File: config.mk
export PLATFORM = sky130hd
export DESIGN_NAME = sync_filter_bank
export DESIGN_NICKNAME = d
export VERILOG_FILES = /design/src/rtl/sync_pkg.sv /design/src/rtl/sync_chain.sv /design/src/rtl/sync_filter_bank.sv
export SDC_FILE = /design/constraint.sdc
export NUM_CORES = 1
export LEC_CHECK = 0
export BUFFER_PORTS_ARGS = -buffer_cell sky130_fd_sc_hd__buf_2
export CAP_MARGIN = 20
export CELL_PAD_IN_SITES_DETAIL_PLACEMENT = 0
export CELL_PAD_IN_SITES_GLOBAL_PLACEMENT = 1
export CORE_MARGIN = 4
export CORE_UTILIZATION = 30
export DETAILED_ROUTE_END_ITERATION = 12
export GPL_TIMING_DRIVEN = 0
export PLACE_DENSITY_LB_ADDON = 0.1
export SLEW_MARGIN = 20
export SYNTH_ARGS = -nofsm -noshare
export SYNTH_HDL_FRONTEND = slang
export SYNTH_SLANG_ARGS = --single-unit
File: constraint.sdc
create_clock -name clk -period 1.45 [get_ports clk]
set_input_delay 0.29 -clock clk [delete_from_list [all_inputs] [get_ports clk]]
set_output_delay 0.29 -clock clk [all_outputs]
set_load 0.005 [all_outputs]
File: src/rtl/sync_pkg.sv
// Shared constants and helpers for the synchronizer and filter blocks.
package sync_pkg;

  localparam int unsigned SYNC_MIN_STAGES = 2;

  // Filter counter width; a single-sample filter still keeps a 1-bit counter.
  function automatic int unsigned cnt_width(int unsigned filt_len);
    return (filt_len <= 1) ? 1 : $clog2(filt_len);
  endfunction

endpackage

File: src/rtl/sync_chain.sv
// Single-channel resettable synchronizer flop chain.
module sync_chain
  import sync_pkg::*;
#(
  parameter int unsigned STAGES  = 2,
  parameter logic        RST_VAL = 1'b0
) (
  input  logic clk,
  input  logic rst,
  input  logic d,
  output logic q
);

  if (STAGES < SYNC_MIN_STAGES) begin : gen_stages_err
    $error("sync_chain: STAGES must be >= %0d", SYNC_MIN_STAGES);
  end

  logic [STAGES-1:0] chain_q;

  always_ff @(posedge clk) begin
    if (rst) begin
      chain_q <= {STAGES{RST_VAL}};
    end else begin
      chain_q <= {chain_q[STAGES-2:0], d};
    end
  end

  assign q = chain_q[STAGES-1];

endmodule

File: src/rtl/sync_filter_bank.sv
// Multi-channel synchronizer with per-channel glitch filter and registered edge pulses.
module sync_filter_bank
  import sync_pkg::*;
#(
  parameter int unsigned          WIDTH     = 4,
  parameter int unsigned          STAGES    = 2,
  parameter int unsigned          FILT_LEN  = 4,
  parameter logic [WIDTH-1:0]     RESET_VAL = '0
) (
  input  logic             clk,
  input  logic             rst,
  input  logic [WIDTH-1:0] async_in,
  output logic [WIDTH-1:0] sync_out,
  output logic [WIDTH-1:0] filt_out,
  output logic [WIDTH-1:0] rise_pulse,
  output logic [WIDTH-1:0] fall_pulse,
  output logic             chg_any
);

  localparam int unsigned    CntW   = cnt_width(FILT_LEN);
  localparam logic [CntW-1:0] CntMax = CntW'(FILT_LEN - 1);

  if (WIDTH < 1 || FILT_LEN < 1 || STAGES < SYNC_MIN_STAGES) begin : gen_param_err
    $error("sync_filter_bank: need WIDTH >= 1, FILT_LEN >= 1, STAGES >= %0d", SYNC_MIN_STAGES);
  end

  for (genvar i = 0; i < WIDTH; i++) begin : gen_chain
    sync_chain #(
      .STAGES  (STAGES),
      .RST_VAL (RESET_VAL[i])
    ) u_chain (
      .clk (clk),
      .rst (rst),
      .d   (async_in[i]),
      .q   (sync_out[i])
    );
  end

  logic [WIDTH-1:0] filt_q, filt_d;
  logic [WIDTH-1:0] rise_q, rise_d;
  logic [WIDTH-1:0] fall_q, fall_d;
  logic             chg_q, chg_d;
  logic [CntW-1:0]  cnt_q [WIDTH];
  logic [CntW-1:0]  cnt_d [WIDTH];

  // Counter clears whenever the sample matches the accepted level or a new level is taken.
  always_comb begin
    filt_d = filt_q;
    rise_d = '0;
    fall_d = '0;
    for (int i = 0; i < WIDTH; i++) begin
      cnt_d[i] = '0;
      if (sync_out[i] != filt_q[i]) begin
        if (cnt_q[i] == CntMax) begin
          filt_d[i] = sync_out[i];
          rise_d[i] = sync_out[i];
          fall_d[i] = ~sync_out[i];
        end else begin
          cnt_d[i] = cnt_q[i] + 1'b1;
        end
      end
    end
    chg_d = |{rise_d, fall_d};
  end

  always_ff @(posedge clk) begin
    if (rst) begin
      filt_q <= RESET_VAL;
      rise_q <= '0;
      fall_q <= '0;
      chg_q  <= 1'b0;
      cnt_q  <= '{default: '0};
    end else begin
      filt_q <= filt_d;
      rise_q <= rise_d;
      fall_q <= fall_d;
      chg_q  <= chg_d;
      cnt_q  <= cnt_d;
    end
  end

  assign filt_out   = filt_q;
  assign rise_pulse = rise_q;
  assign fall_pulse = fall_q;
  assign chg_any    = chg_q;

endmodule

-- Yosys cells after proc, flatten, opt, wreduce, memory -nomap -nowiden
Index checks and enable logic that the tools add are counted.
- $add $sub $neg: 4
- equal/unequal tests: 8
- mux-type cells: 16
- bitwise operators: 8
- reductions and logical operators: 9
- operators with widths (operator ; count):
    $mux W1 ; 16
    $reduce_or A3 Y1 ; 4
    $add A2 B1 Y2 const B ; 4
    $eq A2 B2 Y1 const B ; 4
    $not A1 Y1 ; 8
    $reduce_and A2 Y1 ; 4
    $reduce_or A8 Y1 ; 1
    $ne A1 B1 Y1 ; 4
- bits in registers: 29
- bits of input ports: 6
- output and inout port bits: 17

-- Depth between registers and ports, before layout
- word-level depth: 4
- gate-level depth with buffers: 4
- gate-level depth less buffers: 4

-- Hierarchy
From an unflattened synthesis, not the netlist that was laid out.
- cells, all modules: 95
- area, all modules: 1023.5 sq um
- modules (own cells, without submodules) (module ; times used ; cells each ; area each (sq um)):
    sync_filter_bank ; 1 ; 79 ; 813.3
    sync_chain ; 4 ; 4 ; 52.6

-- Worst setup path after synthesis
No wires, ideal clock.
- kind: register -> register
- start: register cnt_q[6] in the netlist's numbering
- end: register chg_q (netlist: chg_any)
- arrival time: 1.068 ns
- path slack: 0.257 ns
- stages on the path, launching flop included: 5
- buffers on the path: 0
- cell sequence: dfxtp_1 > ha_1 > nand3b_1 > o21ai_0 > o41a_1
- word-level cells in the longest chain between the ends: 4
- elaborated cells on any way between the ends: 6
- ends and longest elaborated chain (item ; line ; RTL):
    start, declared ; sync_filter_bank.sv:43 ; logic [CntW-1:0] cnt_q [WIDTH];
    start signal, assigned ; sync_filter_bank.sv:78 ; cnt_q <= cnt_d;
    $eq A2 B2 Y1 * ; sync_filter_bank.sv:54 ; if (cnt_q[i] == CntMax) begin
    $mux W1 ; sync_filter_bank.sv:54 ;
    $mux W1 ; sync_filter_bank.sv:53 ; if (sync_out[i] != filt_q[i]) begin
    $reduce_or A8 Y1 * ; sync_filter_bank.sv:63 ; chg_d = |{rise_d, fall_d};
    end signal, assigned ; sync_filter_bank.sv:77 ; chg_q <= chg_d;
    end, declared ; sync_filter_bank.sv:42 ; logic chg_q, chg_d;
Every way passes the cells marked *; elsewhere a longest branch is shown, timed or not.
A chain may end at the register's enable or synchronous reset.

-- Worst setup path in the final report
- start: register gen_chain[2].u_chain.chain_q[1]
- end: output port sync_out[2]
- RTL lines (item ; line ; RTL):
    start, declared ; sync_chain.sv:18 ; logic [STAGES-1:0] chain_q;
    start signal, assigned ; sync_chain.sv:22 ; chain_q <= {STAGES{RST_VAL}};
    start signal, assigned ; sync_chain.sv:24 ; chain_q <= {chain_q[STAGES-2:0], d};
    end, declared ; sync_filter_bank.sv:13 ; output logic [WIDTH-1:0] sync_out,
No word-level cell between the ends.

==> flow_summary.toml <==
[clock_network]
root_buffer = "clkbuf_4"
ctsHoldBuffers = 0
cts_buffers = 5
cts_tree = "yes"
clock_path_buffers = 2
clock_latency_ps = 330
path_clk_slew_ps = 90
cts_resized = 0
cts_setup_buffers = 0
cts_sinks = 29
htree_num_levels = 2

[final_layout]
fillCellCount = 361
area_growth_pct = 20.3
seq_area_um2 = 581
final_common_cell = "dfxtp_1"
mostFrequentLayoutCells = "dfxtp_1 (29), buf_2 (22), nor2_1 (13)"
multi_input_area_um2 = 443
fin_nets = 145
antennaDiodeCount = 0
layout-drive-gt1-share_pct = 25.0
final_cell_area_um2 = 1300
layout.cells.non_filler = 178

[synthesis]
avgSynthCellArea_um2 = 10.6
syn-num-nets = 116
ys_warn_count = 0
netlist_area_um2 = 1080
ys_ff_latch = 29
synth_cells = 102
synth_seq_area_share_pct = 53.8
yosysUniqueCellTypes = 18

[placement]
gp_congestion = 0.691
dpl_worst_slack_ps = 170
dp_hpwl_um = 1400
port_buffers = 22
place_area_um2 = 1250
placedCellCount = 170

[min_path]
min_to = "gen_chain[1].u_chain.chain_q[0]"
min_from = "async_in[1]"
hp-class = "in -> reg"
worstHoldPathCells = 2

[floorplanning]
ios = 23
die_height_um = 68.0
core_um2 = 3420
die_area_um2 = 4620
rows = 21
fp.dieW_um = 68.0
initial_core_util_pct = 31.6

[sta]
setup_slack_ps = 136
fin_skew_ps = 12.4
hold_viol_final = 0
fin_crit_sh_pct = 90.6
fmax_mhz = 761
worstMarginPinSlew_ps = 502
rsz0062_at_grt = "false"
period_needed_ps = 1310
slew_viol_final = 0
fin_setup_tns_ps = 0
slew_headroom_pct = 66.5
setup_viol = 0

[drt]
detail_route.first_pass.iterations = 4
routed_wl_um = 1960
route.detailed.drc = 0
ant_nets = 0
dr.first_iter.drc_count = 29
via_count = 765
viasPerCell = 4.30
wire_per_inst_um = 11.0

[grt]
grt_pass1_vias = 760
grt_max_degree = 11
grtUsageTotal_pct = 10.2
overflow = 0
grt_pass1_wl_um = 3370
antenna_found_initial = 0

[worst_setup_path]
crit_type = "reg -> out"
start_kind = "register"
r2r_slack_ps = 180
arrival_ps = 1020
reg2reg_to = "chg_any"
crit_required_ps = 1160
r2r-start = "cnt_q[6]"
worst_setup_path_end_kind = "output pin"
critPathMaxFanout = 7
critPathLaunch = "gen_chain[2].u_chain.chain_q[1]"
r2r_cells = 4

[power]
p_per_area_nw_per_um2 = 1030
leakagePower_nw = 0.591
peakVddDrop_uv = 439

[flow_run]
maxCapViolations = 0

[status]
status = "complete, no violations"
layout make-up:
class                   instances  share of cell area (%)
clock buffers                   6                    3.18
clock inverters                 2                   0.771
plain buffers                   6                    2.89
well taps                      46                    4.43
flip-flops and latches         29                    44.7
repair buffers                 22                    8.48
multi-input cells              62                    34.1
inverters                       5                    1.45
cell families after synthesis:
| group | count (synthesis) | share of synthesized area [%] |
|---|---|---|
| AOI/OAI and AO/OA | 2 | 1.51 |
| xor gates and xnor gates | 4 | 3.24 |
| adders and majority gates | 8 | 9.27 |
| buffers and inverters | 11 | 5.21 |
| DFF | 29 | 53.8 |
| muxes | 4 | 3.71 |
| and+or+nand+nor | 44 | 23.3 |
cell usage after synthesis (all sizes together):
master / n / area share, %
and3b: 1 / 0.81
buf: 4 / 2.8
clkbuf: 2 / 0.70
dfxtp: 29 / 54
ha: 8 / 9.3
inv: 5 / 1.7
mux2i: 4 / 3.7
nand2: 4 / 1.4
nand3b: 5 / 3.5
nand4: 1 / 0.58
nor2: 13 / 4.5
nor2b: 8 / 4.6
nor3: 4 / 1.9
nor4bb: 4 / 3.7
o21ai: 1 / 0.46
o41a: 1 / 1.0
or3: 4 / 2.3
xnor2: 4 / 3.2
worst max-delay path by stage:
stage                  endpoint  slack (ps)  depth (start not counted)
floorplan               chg_any         260                          4
global placement        chg_any         190                          4
detailed placement      chg_any         170                          4
CTS                 sync_out[3]         120                          2
global route        sync_out[2]          40                          2
finish              sync_out[2]         140                          2
report_power, final:
| part | switching (mW) | internal, mW | total [mW] |
|---|---|---|---|
| Sequential | 0.0115 | 0.810 | 0.821 |
| Combinational | 0.0225 | 0.0261 | 0.0487 |
| Clock | 0.280 | 0.184 | 0.464 |
stage by stage:
stage | power (mW) | utilization, % | hold WS (ps)
2_1_floorplan | 0.868 | - | 368
3_3_place_gp | 0.888 | 36.5 | 418
3_5_place_dp | 0.890 | 36.5 | 427
4_1_cts | 1.36 | 38.0 | 167
5_1_grt | 1.41 | 38.0 | 162
6_report | 1.33 | 38.0 | 176
per-layer routing:
metal | up-vias | wire, um | track usage [%]
met5 | - | 0 | 0
met4 | 0 | 43 | 5.21
met3 | 5 | 157 | 6.08
met2 | 23 | 839 | 15.4
met1 | 342 | 923 | 11.3
li1 | 395 | - | -
worst max-delay path: stages, from the launching register on:
cell	delay, ps
dfxtp_1	460
buf_4	150
buf_2	100
sequential cells by signal, indices dropped and copies added (netlist names):
name                       cells
chg_any                        1
cnt_q                          8
fall_pulse                     4
filt_out                       4
gen_chain.u_chain.chain_q      8
rise_pulse                     4
Power figures use the tool's default switching activity.
